### config.mk
export PLATFORM = sky130hd
export DESIGN_NAME = gaussian_sched
export DESIGN_NICKNAME = d
export VERILOG_FILES = /design/src/rtl/gaussian_sched.sv
export SDC_FILE = /design/constraint.sdc
export NUM_CORES = 1
export LEC_CHECK = 0
export ABC_AREA = 1
export CAP_MARGIN = 20
export CORE_AREA = 2 2 337 339
export DETAILED_ROUTE_END_ITERATION = 8
export DIE_AREA = 0 0 339 341
export GPL_ROUTABILITY_DRIVEN = 0
export SETUP_SLACK_MARGIN = 0.5
export SLEW_MARGIN = 25
export SYNTH_ARGS = -nofsm -noshare
export SYNTH_HDL_FRONTEND = slang
export SYNTH_SLANG_ARGS = --single-unit
export TNS_END_PERCENT = 10
### constraint.sdc
create_clock -name clk -period 22.1 [get_ports clk]
set_clock_uncertainty 0.15 [all_clocks]
set_input_delay 6.63 -clock clk [delete_from_list [all_inputs] [get_ports clk]]
set_output_delay 6.63 -clock clk [all_outputs]
set_load 0.02 [all_outputs]
### src/rtl/gaussian_sched.sv
// +--------------------------------------------------------------------------+
// | Module  : gaussian_sched                                                 |
// | Brief   : raster-scan window read / filter handshake / writeback         |
// |           scheduler for the gaussian filter path.                        |
// |           Option macro: GAUSS_BORDER_COPY_EN (border pixels copy the     |
// |           window centre byte instead of writing 0).                      |
// | Revision: 1.0                                                            |
// +--------------------------------------------------------------------------+
`default_nettype none

module gaussian_sched #(
  parameter int BITS    = 8,
  parameter int WIDTH   = 7,
  parameter int ADDRLEN = 21,
  parameter int MASKLEN = 392,
  parameter int IMG_W   = 640,
  parameter int IMG_H   = 480,
  parameter int RD_LAT  = 1
) (
  input  logic               clk,
  input  logic               rst,
  input  logic               start,
  output logic               busy,
  output logic               done,
  output logic               ren,
  output logic [ADDRLEN-1:0] raddr,
  input  logic [MASKLEN-1:0] rdata,
  output logic               win_valid,
  input  logic               win_ready,
  output logic [MASKLEN-1:0] win_data,
  input  logic               res_valid,
  input  logic [BITS-1:0]    res_pixel,
  output logic               wen,
  output logic [ADDRLEN-1:0] waddr,
  output logic [BITS-1:0]    wdata,
  output logic               writefile
);

  localparam int c_R      = WIDTH / 2;
  localparam int c_COL_W  = (IMG_W > 1) ? $clog2(IMG_W) : 1;
  localparam int c_ROW_W  = (IMG_H > 1) ? $clog2(IMG_H) : 1;
  localparam int c_LAT_W  = (RD_LAT > 1) ? $clog2(RD_LAT) : 1;
  localparam int c_CENTRE = ((WIDTH * WIDTH) / 2) * BITS;

  localparam logic [c_COL_W-1:0] c_COL_LO   = c_COL_W'(c_R);
  localparam logic [c_COL_W-1:0] c_COL_HI   = c_COL_W'(IMG_W - c_R);
  localparam logic [c_COL_W-1:0] c_COL_LAST = c_COL_W'(IMG_W - 1);
  localparam logic [c_ROW_W-1:0] c_ROW_LO   = c_ROW_W'(c_R);
  localparam logic [c_ROW_W-1:0] c_ROW_HI   = c_ROW_W'(IMG_H - c_R);
  localparam logic [c_ROW_W-1:0] c_ROW_LAST = c_ROW_W'(IMG_H - 1);
  localparam logic [c_LAT_W-1:0] c_LAT_LAST = c_LAT_W'(RD_LAT - 1);

  typedef enum logic [2:0] {
    S_IDLE    = 3'd0,
    S_NEXT    = 3'd1,
    S_RWAIT   = 3'd2,
    S_ISSUE   = 3'd3,
    S_COLLECT = 3'd4,
    S_WRBORD  = 3'd5,
    S_WRITE   = 3'd6,
    S_FIN     = 3'd7
  } state_t;

  state_t               r_state;
  state_t               w_state_nxt;
  logic                 r_busy;
  logic                 r_done;
  logic [c_ROW_W-1:0]   r_row;
  logic [c_COL_W-1:0]   r_col;
  logic [ADDRLEN-1:0]   r_addr;
  logic [c_LAT_W-1:0]   r_lat_cnt;
  logic [MASKLEN-1:0]   r_win_data;
  logic [BITS-1:0]      r_wdata;

  logic w_border;
  logic w_last;
  logic w_take_read;
  logic w_start_acc;
  logic w_latch;

  assign w_border = (r_row < c_ROW_LO) || (r_row >= c_ROW_HI) ||
                    (r_col < c_COL_LO) || (r_col >= c_COL_HI);
  assign w_last   = (r_row == c_ROW_LAST) && (r_col == c_COL_LAST);

`ifdef GAUSS_BORDER_COPY_EN
  assign w_take_read = 1'b1;
`else
  assign w_take_read = ~w_border;
`endif

  always_ff @(posedge clk or posedge rst) begin
    if (rst) r_state <= S_IDLE;
    else     r_state <= w_state_nxt;
  end

  always_comb begin
    w_state_nxt = r_state;
    ren         = 1'b0;
    win_valid   = 1'b0;
    wen         = 1'b0;
    writefile   = 1'b0;
    w_start_acc = 1'b0;
    w_latch     = 1'b0;
    case (r_state)
      S_IDLE: begin
        if (start) begin
          w_start_acc = 1'b1;
          w_state_nxt = S_NEXT;
        end
      end
      S_NEXT: begin
        if (w_take_read) begin
          ren         = 1'b1;
          w_state_nxt = S_RWAIT;
        end else begin
          w_state_nxt = S_WRBORD;
        end
      end
      S_RWAIT: begin
        if (r_lat_cnt == c_LAT_LAST) begin
          w_latch     = 1'b1;
          // Border reads (copy build only) skip the filter entirely.
          w_state_nxt = w_border ? S_WRITE : S_ISSUE;
        end
      end
      S_ISSUE: begin
        win_valid = 1'b1;
        if (win_ready) w_state_nxt = S_COLLECT;
      end
      S_COLLECT: begin
        if (res_valid) w_state_nxt = S_WRITE;
      end
      S_WRBORD: w_state_nxt = S_WRITE;
      S_WRITE: begin
        wen         = 1'b1;
        w_state_nxt = w_last ? S_FIN : S_NEXT;
      end
      S_FIN: begin
        writefile   = 1'b1;
        w_state_nxt = S_IDLE;
      end
      default: w_state_nxt = S_IDLE;
    endcase
  end

  always_ff @(posedge clk or posedge rst) begin
    if (rst) begin
      r_busy     <= 1'b0;
      r_done     <= 1'b0;
      r_row      <= '0;
      r_col      <= '0;
      r_addr     <= '0;
      r_lat_cnt  <= '0;
      r_win_data <= '0;
      r_wdata    <= '0;
    end else begin
      if (w_start_acc) begin
        r_busy <= 1'b1;
        r_done <= 1'b0;
        r_row  <= '0;
        r_col  <= '0;
        r_addr <= '0;
      end
      if (r_state == S_FIN) begin
        r_busy <= 1'b0;
        r_done <= 1'b1;
      end
      if (r_state == S_NEXT)       r_lat_cnt <= '0;
      else if (r_state == S_RWAIT) r_lat_cnt <= r_lat_cnt + c_LAT_W'(1);
      if (w_latch) begin
        r_win_data <= rdata;
`ifdef GAUSS_BORDER_COPY_EN
        if (w_border) r_wdata <= rdata[c_CENTRE +: BITS];
`endif
      end
      if (r_state == S_WRBORD)             r_wdata <= '0;
      if (r_state == S_COLLECT && res_valid) r_wdata <= res_pixel;
      // Address tracks row*IMG_W+col incrementally; wrap never needs a multiply.
      if (r_state == S_WRITE && !w_last) begin
        r_addr <= r_addr + ADDRLEN'(1);
        if (r_col == c_COL_LAST) begin
          r_col <= '0;
          r_row <= r_row + c_ROW_W'(1);
        end else begin
          r_col <= r_col + c_COL_W'(1);
        end
      end
    end
  end

  assign busy     = r_busy;
  assign done     = r_done;
  assign raddr    = r_addr;
  assign waddr    = r_addr;
  assign win_data = r_win_data;
  assign wdata    = r_wdata;

endmodule

`default_nettype wire

Word-level counts from Yosys, hierarchy flattened
Cells that the tools add are included.
{"block": "word_totals", "ff_bits": 446, "latch_bits": 0, "ram_bits": 0, "romBits": 0, "input_bits": 405, "out_inout_bits": 448, "wordCells": 76, "mem_count": 0}
{"block": "classes", "n_addsub": 4, "multipliers": 0, "div": 0, "n_lt_le_gt_ge": 4, "n_eq_ne": 13, "shifts": 0, "n_mux": 33, "bitwise": 0, "n_reduce_logical": 13}
{"operator": "2-to-1 mux 21 bit", "n": 2}
{"operator": "2-to-1 mux 10 bit", "n": 3}
{"operator": "2-to-1 mux 9 bit", "n": 3}
{"operator": "one-hot mux 3 bit (8 select lines)", "n": 1}
{"operator": "adder 21 x 1 -> 21 bit (second input constant)", "n": 1}
{"operator": "2-to-1 mux 3 bit", "n": 7}
{"operator": "2-to-1 mux 8 bit", "n": 2}
{"operator": "2-to-1 mux 1 bit", "n": 15}
{"operator": "equality test 3 bit (second input constant)", "n": 4}
{"operator": "adder 10 x 1 -> 10 bit (second input constant)", "n": 1}
{"operator": "equality test 10 bit (second input constant)", "n": 1}
{"operator": ">= comparator 10 bit (second input constant)", "n": 1}
{"operator": "less-than comparator 10 x 2 -> 1 bit (second input constant)", "n": 1}
{"operator": "adder 9 x 1 -> 9 bit (second input constant)", "n": 1}
{"operator": "equality test 9 bit (second input constant)", "n": 1}
{"operator": ">= comparator 9 bit (second input constant)", "n": 1}
{"operator": "less-than comparator 9 x 2 -> 1 bit (second input constant)", "n": 1}
{"operator": "!= test 2 bit (second input constant)", "n": 4}
{"operator": "nonzero test 2 bit", "n": 4}
{"operator": "equality test 3 x 2 -> 1 bit (second input constant)", "n": 2}
{"operator": "AND reduction 4 bit", "n": 1}
{"operator": "equality test 3 x 1 -> 1 bit (second input constant)", "n": 1}
{"operator": "logical AND 1 bit", "n": 3}
{"operator": "logical NOT 3 bit", "n": 1}
{"operator": "other kinds (3)", "n": 5}

Longest topological paths before layout
Gate-level depths: netlist of the first run.
{"block": "logic_depth", "word_depth": 7, "depth_mapped": 14, "mapped_depth_nobuf": 14}

Worst setup path before layout of the first run
No wires, ideal clock.
{"block": "synth_path", "kind": "register to output", "start": "register r_row[0]", "end": "output port ren", "t_arrival_ns": 1.227, "t_required_ns": 15.320, "setup_slack_ns": 14.093, "path_stages_with_launch": 11, "path_buffers": 0, "cell_sequence": "dfrtp_1 ha_1 nor2_1 nand2_1 nand2_1 nand2_1 nand2_1 nand2_1 inv_1 nand3_1 inv_1"}
{"block": "synth_via", "elab_chain_cells": 6, "word_cells_on_any_way": 7, "classes_between": "order compare (2); mux (2); reduce/logical (3)"}
{"item": "start: declaration", "line": "68", "rtl": "logic [c_ROW_W-1:0] r_row;"}
{"item": "start signal: assignment", "line": "183", "rtl": "r_row <= r_row + c_ROW_W'(1);"}
{"item": "less-than comparator 9 x 2 -> 1 bit or >= comparator 9 bit (tied branches)", "line": "81", "rtl": "assign w_border = (r_row < c_ROW_LO) || (r_row >= c_ROW_HI) ||"}
{"item": "logical OR 1 bit * (2 in a row)", "line": "81"}
{"item": "logical OR 1 bit *", "line": "82", "rtl": "(r_col < c_COL_LO) || (r_col >= c_COL_HI);"}
{"item": "2-to-1 mux 1 bit *", "line": "112", "rtl": "if (w_take_read) begin"}
{"item": "2-to-1 mux 1 bit *", "line": "104", "rtl": "case (r_state)"}
{"item": "end: declaration", "line": "25", "rtl": "output logic ren,"}
Mark *: on every way between the ends. The rest lies on a longest branch, timed or not.

Final worst setup path of the first run
{"block": "layout_path", "start": "register r_row[1]", "end": "output port ren"}
The elaborated chain is that of the path after synthesis.

==> impl_metrics.yaml, run 1 <==
grt:
  grt_usage: 0.132
  grt_start_max_net_pins: 156
  grt-ovfl-total: 0
  antenna_found_initial: 12
  grt_pass1_vias: 16900
  grt_pass1_wl_um: 114000
clocking:
  clk_pin_slew_ps: 60
  cts_hold_buf: 0
  cts_tree: "done"
  cts_sinks: 446
  postCtsSetupBuffers: 0
  cts_root_buffer: "clkbuf_16"
  cts_max_level: 2
  cts_resized: 0
  numCtsBuffers: 55
  clockBufferDepth: 3
  clk_latency_ps: 610
finish:
  layout-drive-gt1-share: 0.0429
  mostFrequentLayoutCell: "nand2_1"
  area_growth_pct: 66.1
  nets: 3326
  fin_cells: 4463
  design_area_mm2: 0.0299
  fill_cells: 12000
  final_cell_mix: "nand2_1 (1280), clkdlybuf4s50_1 (852), dfrtp_1 (446)"
yosys:
  synthArstFlopShare: 1.00
  synth_area_leaders: "dfrtp_1 (62%), nand2_1 (27%), buf_2 (2.2%)"
  syn_area_mm2: 0.0180
  syn_nets: 2516
  avgSynthCellArea_um2: 8.55
  synth_top_area_share: 0.620
  synth-edff-count: 0
  synth_seq_cells: 446
  ys.flop_type: "dfrtp_1"
  synth_seq_area_share: 0.620
  yosysWarnings: 0
  yosysTopAreaCell: "dfrtp_1"
  syn_inst: 2105
  ys_types: 34
worst_hold_path:
  hold_class: "flip-flop to flip-flop"
  hp-start: "win_data[251]"
  holdPathStages: 2
  min_to: "win_data[251]"
floorplan:
  die_width_um: 339
  die_h_um: 341
  rows: 123
  boundaryPins: 853
  coreArea_mm2: 0.112
  start_util: 0.161
  dieArea_mm2: 0.116
routing:
  drc: 0
  dr.pass1.iters: 5
  dr_total_vias: 16800
  via_per_inst: 3.75
  wire_per_inst_um: 17.6
  wl_um: 78500
  drt_iter0_markers: 901
  ant_nets: 0
power_and_ir_drop:
  swShare: 0.412
  ir_worst_vdd_uv: 77.9
  clkPwrFrac: 0.207
  p_leak_nw: 13.9
  power.combinational.fraction: 0.475
  power_density_mw_per_mm2: 154
  p_switching_mw: 1.89
  p_total_mw: 4.60
  internal-power_mw: 2.70
  p_seq_frac: 0.319
placed_design:
  placed_cell_area_mm2: 0.0279
  place_ws_ps: 12500
  dp.cells: 4356
  portBuffers: 852
  dp_hpwl_um: 59600
sta:
  worst_slew_pin_slew_ps: 1020
  fin_crit_ps: 9310
  finalHoldViolCount: 0
  fmax_mhz: 107
  slew_headroom: 0.318
  setup_tns_ps: 0
  setup_violations: 0
  period_share: 0.421
  rsz0062_at_grt: "no"
  drv_slew: 0
  setup_ws_ps: 12790
worst_setup_path:
  crit_slowest_cell: "clkdlybuf4s50_1"
  critPathMaxStageDelay_ps: 610
  required_ps: 15320
  worst_ep_arrival_time_ps: 2530
  cp-start-kind: "flip-flop"
  path_cells: "inv_1 > ha_1 > nor2_1 > nand2_1 > nand2_1 > nand2_1 > nand2_1 > nand2_1 > inv_1 > nand3_1 > inv_1 > clkdlybuf4s50_1"
  critPathMaxFanout: 6
  reg2reg_from: "r_state[2]"
  cpMostUsedCell: "nand2_1"
  path_buf_inv: 4
  r2r_slack_ps: 17810
  rr_endpoint: "win_data[265]"
  critPathTopFamily: "buffers and inverters"
  path_class: "flip-flop to primary output"
  rr_worst_depth: 9
  end_kind: "primary output"
status:
  status: "completed"
run:
  max_cap_violations: 0
[synthesized netlist by cell type, types with 2 or more instances]
master    number
a21oi_1        9
a31oi_1        2
buf_2         78
buf_4         23
buf_6          2
clkbuf_1      10
dfrtp_1      446
ha_1           6
inv_1         64
inv_2          5
nand2_1     1280
nand2_4        3
nand3_1       31
nand4_1       12
nor2_1        52
nor2_4         2
nor3_1        11
nor3b_1        2
o21ai_0       18
o21ai_1        7
o22ai_1       14
o22ai_2        2
o31ai_1        2
xor2_1        14
[per-stage QoR]
step,hold WS (ps),utilization
3_3_place_gp,302,0.250
3_5_place_dp,307,0.250
5_1_grt,334,0.267
6_report,317,0.267
4_1_cts,322,0.267
2_1_floorplan,340,-
[tightest hold or removal path: cells and delay by family (launching register included)]
family	cells	cell delay [ps]
flip-flops	1	340
AND/OR/NAND/NOR	2	100
[per-layer routing]
layer,global-route usage,up-vias,wire length [µm]
met2,0.203,617,34900
met4,0.0496,18,3090
met1,0.166,7944,33400
li1,-,8024,-
met3,0.0500,150,6930
met5,0,-,115
[worst max-delay path by stage]
stage / startpoint / end / slack (ps) / depth (start not counted)
final: r_row[1] / ren / 12790 / 12
after global routing: r_row[1] / ren / 12550 / 12
after CTS: r_row[0] / ren / 12720 / 11
after detailed placement: rst / win_data[362] / 12500 / 4
after global placement: rst / win_data[363] / 12530 / 4
after floorplan: rst / busy / 2890 / 1
[final cells by class]
cell class                      count  area [µm²]  area share
Clock buffer                       87        1720      0.0574
Antenna cell                        2        5.00    0.000167
Inverter                           70         279     0.00933
Multi-Input combinational cell   1475        5960       0.199
Clock inverter                     16         190     0.00636
Tap cell                         1500        1880      0.0628
Sequential cell                   446       11200       0.373
Timing Repair Buffer              867        8720       0.292
[state kept, by name (all words and copies together) (netlist names)]
name       cells
r_state        3
done           1
raddr         21
r_col         10
r_lat_cnt      1
win_data     392
r_row          9
wdata          8
busy           1
[power groups by stage]
stage	combinational, mW	clock, mW	sequential, mW
floorplan	0.611	0	1.90
global route	2.36	1.02	1.51
global placement	2.20	0	1.46
finish	2.18	0.950	1.47
CTS	2.22	0.988	1.47
detailed placement	2.22	0	1.47
[cell families after synthesis]
logic type	count (synthesis)	share of synthesized area
mux	1	0.000556
flops	446	0.620
buf+inv	184	0.0496
fa+ha+maj	6	0.00417
simple gates	1399	0.301
compound gates	54	0.0172
xor+xnor	15	0.00730
(Power assumes the default switching activity.)
==> inputs of run 2 (changes only) <==
- clock period: 22.1 -> 7.4 ns (I/O delays scaled with it)
==> run 2 against run 1 <==
Against the previous run: first-iteration DRC count decreased by 14%; combinational power increased to 2.9 times the previous value; final area decreased by 0.19%; clock power increased to 2.9 times the previous value; setup slack got worse by 10000 ps.
==> impl_metrics.yaml, run 2 (same netlist as run 1, synthesis figures left out) <==
status:
  status: "completed"
routing:
  ant_nets: 0
  wl_um: 76100
  dr_total_vias: 16800
  dr.pass1.iters: 5
  drc: 0
  wire_per_inst_um: 17.0
  drt_iter0_markers: 779
  via_per_inst: 3.76
finish:
  final_cell_mix: "nand2_1 (1280), clkdlybuf4s50_1 (852), dfrtp_1 (446)"
  largest_register_ffs: 392
  mostFrequentLayoutCell: "nand2_1"
  nets: 3329
  layout-drive-gt1-share: 0.0442
  area_growth_pct: 65.8
clocking:
  postCtsSetupBuffers: 0
  cts_max_level: 2
  clk_pin_slew_ps: 60
  clk_latency_ps: 620
  cts_root_buffer: "clkbuf_16"
  numCtsBuffers: 55
  cts_resized: 0
  cts_tree: "done"
  cts_hold_buf: 0
  cts_sinks: 446
  clockBufferDepth: 3
sta:
  worst_slew_pin_slew_ps: 1040
  slew_headroom: 0.305
  finalHoldViolCount: 0
  setup_tns_ps: 0
  rsz0062_at_grt: "no"
  period_share: 0.667
  whs_ps: 316
  drv_slew: 0
  fmax_mhz: 203
  setup_violations: 0
  fin_crit_ps: 4940
worst_setup_path:
  cp-start-kind: "flip-flop"
  worst_ep_arrival_time_ps: 2570
  path_class: "flip-flop to primary output"
  critPathMaxFanout: 7
  required_ps: 5030
  end_kind: "primary output"
power_and_ir_drop:
  power_density_mw_per_mm2: 455
  p_leak_nw: 13.9
  p_switching_mw: 5.55
  internal-power_mw: 8.03
  swShare: 0.409
  p_total_mw: 13.6
  clkPwrFrac: 0.204
  ir_worst_vdd_uv: 237
  p_seq_frac: 0.323
  power.combinational.fraction: 0.473
grt:
  grt_start_max_net_pins: 174
  grt_pass1_vias: 16600
  grt_usage: 0.127
  antenna_found_initial: 25
  grt_pass1_wl_um: 111000
  grt-ovfl-total: 0
run:
  max_cap_violations: 0
floorplan:
  coreArea_mm2: 0.112
  rows: 123
  start_util: 0.161
  boundaryPins: 853
  die_width_um: 339
  dieArea_mm2: 0.116
  die_h_um: 341
placed_design:
  dp_hpwl_um: 58200
  portBuffers: 852
worst_hold_path:
  hold_class: "flip-flop to flip-flop"
-- run 2: cell type report --
class	count	area, µm²
fillers	12000	82000
repair buffers	870	8710
flip-flops and latches	446	11200
clock buffers	78	1590
multi-input cells	1475	5960
diodes	2	5.00
inverters	70	275
clock inverters	25	268
well taps	1500	1880
-- run 2: power by group through the flow --
stage / clock network [mW] / logic [mW] / registers, mW
after global routing: 2.97 / 6.94 / 4.53
after detailed placement: 0 / 6.52 / 4.41
after CTS: 2.87 / 6.53 / 4.39
after floorplan: 0 / 1.83 / 5.66
after global placement: 0 / 6.46 / 4.38
final: 2.77 / 6.42 / 4.39
-- run 2: metrics by stage --
| step | std cells | util | cell area, µm² | setup slack, ps |
|---|---|---|---|---|
| 6_report | 4466 | 0.267 | 29800 | 2460 |
| 5_1_grt | 4465 | 0.267 | 29800 | 2200 |
| 4_1_cts | 4464 | 0.267 | 29800 | 2380 |
| 3_5_place_dp | 4361 | 0.250 | 28000 | 3080 |
| 3_3_place_gp | 4361 | 0.250 | 28000 | 3080 |
| 2_1_floorplan | 2105 | - | 18000 | -999 |
-- run 2: worst paths after layout --
| path | from | to | slack [ps] | cells after the start |
|---|---|---|---|---|
| min | win_data[210] | win_data[210] | 320 | 2 |
| max reg2reg | r_state[2] | win_data[187] | 4170 | 7 |
| max | r_row[0] | ren | 2460 | 11 |
| min in group asynchronous | rst | r_col[0] | 1860 | 2 |
| min reg2reg | win_data[210] | win_data[210] | 320 | 2 |
| max in group asynchronous | rst | win_data[142] | 3960 | 3 |
-- run 2: per-layer routing --
metal  global-route usage  up-vias  share of wire
li1                     -     8040              -
met5                    0        -         0.0024
met4               0.0402       30          0.029
met3               0.0500      141          0.092
met1                0.165     7926           0.43
met2                0.193      635           0.44
-- run 2: critical path, cell delays in order (launching register included) --
cell and delay (ps):
dfrtp_1 450, ha_1 220, nor2_1 100, nand2_1 50, nand2_1 60, nand2_1 50, nand2_1 60, nand2_1 60
inv_1 80, nand3_1 110, inv_1 90, clkdlybuf4s50_1 630
==> inputs of run 3 (changes only) <==
- clock period: 7.4 -> 4 ns (I/O delays scaled with it)
==> run 3 against run 2 <==
Against the previous run: worst hold slack better by 0.59 ps; sequential power is 85% higher; power is 87% higher; setup slack worse by 1900 ps; non-clock buffer count is 23 higher; die area stayed put; global-route usage is 0.11 points higher; via count is 0.56% higher; first-iteration DRC count is 23% higher; critical path type unchanged; critical endpoint unchanged.
==> impl_metrics.yaml, run 3 (same netlist as run 1, synthesis figures left out) <==
clocking:
  cts_tree: "done"
  cts_max_level: 2
  clk_latency_ps: 630
  numCtsBuffers: 53
  clk_pin_slew_ps: 60
  cts_sinks: 446
  clockBufferDepth: 3
  cts_hold_buf: 0
  cts_root_buffer: "clkbuf_16"
worst_hold_path:
  hold_class: "flip-flop to flip-flop"
  holdPathStages: 2
power_and_ir_drop:
  p_leak_nw: 14.1
  power_density_mw_per_mm2: 844
  swShare: 0.408
  ir_worst_vdd_uv: 428
  clkPwrFrac: 0.207
  power.combinational.fraction: 0.474
  p_seq_frac: 0.319
  internal-power_mw: 15.1
  p_switching_mw: 10.4
grt:
  antenna_found_initial: 19
  grt_start_max_net_pins: 99
  grt_pass1_vias: 16600
  grt-ovfl-total: 0
  grt_usage: 0.128
  grt_pass1_wl_um: 111000
sta:
  drv_slew: 0
  rsz0062_at_grt: "yes"
  slew_headroom: 0.514
  period_share: 0.854
  finalHoldViolCount: 0
  setup_violations: 0
  worst_slew_pin_slew_ps: 728
  fin_crit_ps: 3420
  fmax_mhz: 293
  whs_ps: 317
worst_setup_path:
  required_ps: 2650
  critPathMaxFanout: 7
  crit_cells: 11
  path_class: "flip-flop to primary output"
  critPathMaxStageDelay_ps: 440
  rr_worst_depth: 8
  end_kind: "primary output"
  path_cells: "ha_1 > nor2_1 > nand2_1 > nand2_1 > nand2_1 > nand2_1 > nand2_1 > inv_1 > nand3_1 > inv_1 > buf_4"
  cpMostUsedCell: "nand2_1"
  crit_slowest_cell: "dfrtp_2"
  worst_ep_arrival_time_ps: 2070
  cp-start-kind: "flip-flop"
  r2r_slack_ps: 1490
  path_buf_inv: 3
  critPathTopFamily: "simple AND/OR/NAND/NOR gates"
floorplan:
  coreArea_mm2: 0.112
  start_util: 0.161
  dieArea_mm2: 0.116
  die_width_um: 339
  die_h_um: 341
  boundaryPins: 853
  rows: 123
routing:
  wl_um: 76800
  drc: 0
  drt_iter0_markers: 956
  wire_per_inst_um: 17.1
  dr.pass1.iters: 5
  dr_total_vias: 16900
  via_per_inst: 3.76
  ant_nets: 0
placed_design:
  portBuffers: 852
  dp_hpwl_um: 59300
finish:
  final_cell_mix: "nand2_1 (1280), clkdlybuf4s50_1 (849), dfrtp_1 (445)"
  layout-drive-gt1-share: 0.0520
  area_growth_pct: 67.4
  post-route-util: 0.269
  nets: 3350
  largest_register_ffs: 392
  fill_cells: 11900
  mostFrequentLayoutCell: "nand2_1"
status:
  status: "completed"
run:
  max_cap_violations: 0
[run 3: final timing paths]
check,startpoint,end
max,r_row[0],ren
min,win_data[223],win_data[223]
max reg2reg,r_state[2],win_data[178]
min reg2reg,win_data[223],win_data[223]
max in group asynchronous,rst,win_data[322]
min in group asynchronous,rst,win_data[32]
[run 3: metrics by stage]
step	area (µm²)	setup TNS [ps]	power [mW]	worst slack [ps]	cells
global route	30100	0	27.0	351	4483
floorplan	18000	-1507110	13.9	-3380	2105
CTS	30100	0	25.8	361	4483
finish	30100	0	25.4	582	4484
detailed placement	28200	0	20.3	706	4382
global placement	28200	0	20.2	680	4382
[run 3: what timing repair did]
action | in CTS | in global routing
endpoints found under the setup margin | 3 | 3
resized for setup | 5 | 3
setup buffers | 2 | 0
[run 3: tightest hold or removal path, stage by stage (launching register included)]
cell	delay, ps
dfrtp_1	340
nand2_1	50
nand2_1	50
[run 3: metal layers]
layer	up-vias	wire length [µm]	GRT usage
li1	8046	-	-
met2	675	34000	0.194
met3	127	6620	0.0426
met1	8000	33600	0.171
met5	-	120	0
met4	18	2430	0.0428
[run 3: layout make-up]
cell class | count | area [µm²] | area share
Tap cell | 1500 | 1880 | 0.0623
Antenna cell | 1 | 2.50 | 0.0000830
Timing Repair Buffer | 893 | 8960 | 0.297
Multi-Input combinational cell | 1475 | 5960 | 0.198
Clock inverter | 27 | 375 | 0.0125
Inverter | 70 | 275 | 0.00913
Sequential cell | 446 | 11200 | 0.370
Clock buffer | 72 | 1530 | 0.0507
[run 3: power groups by stage]
stage	clock network, mW	registers [mW]	logic, mW
CTS	5.47	8.11	12.2
global placement	0	8.09	12.1
global route	5.62	8.38	13.0
finish	5.27	8.12	12.1
detailed placement	0	8.15	12.2
floorplan	0	10.5	3.38
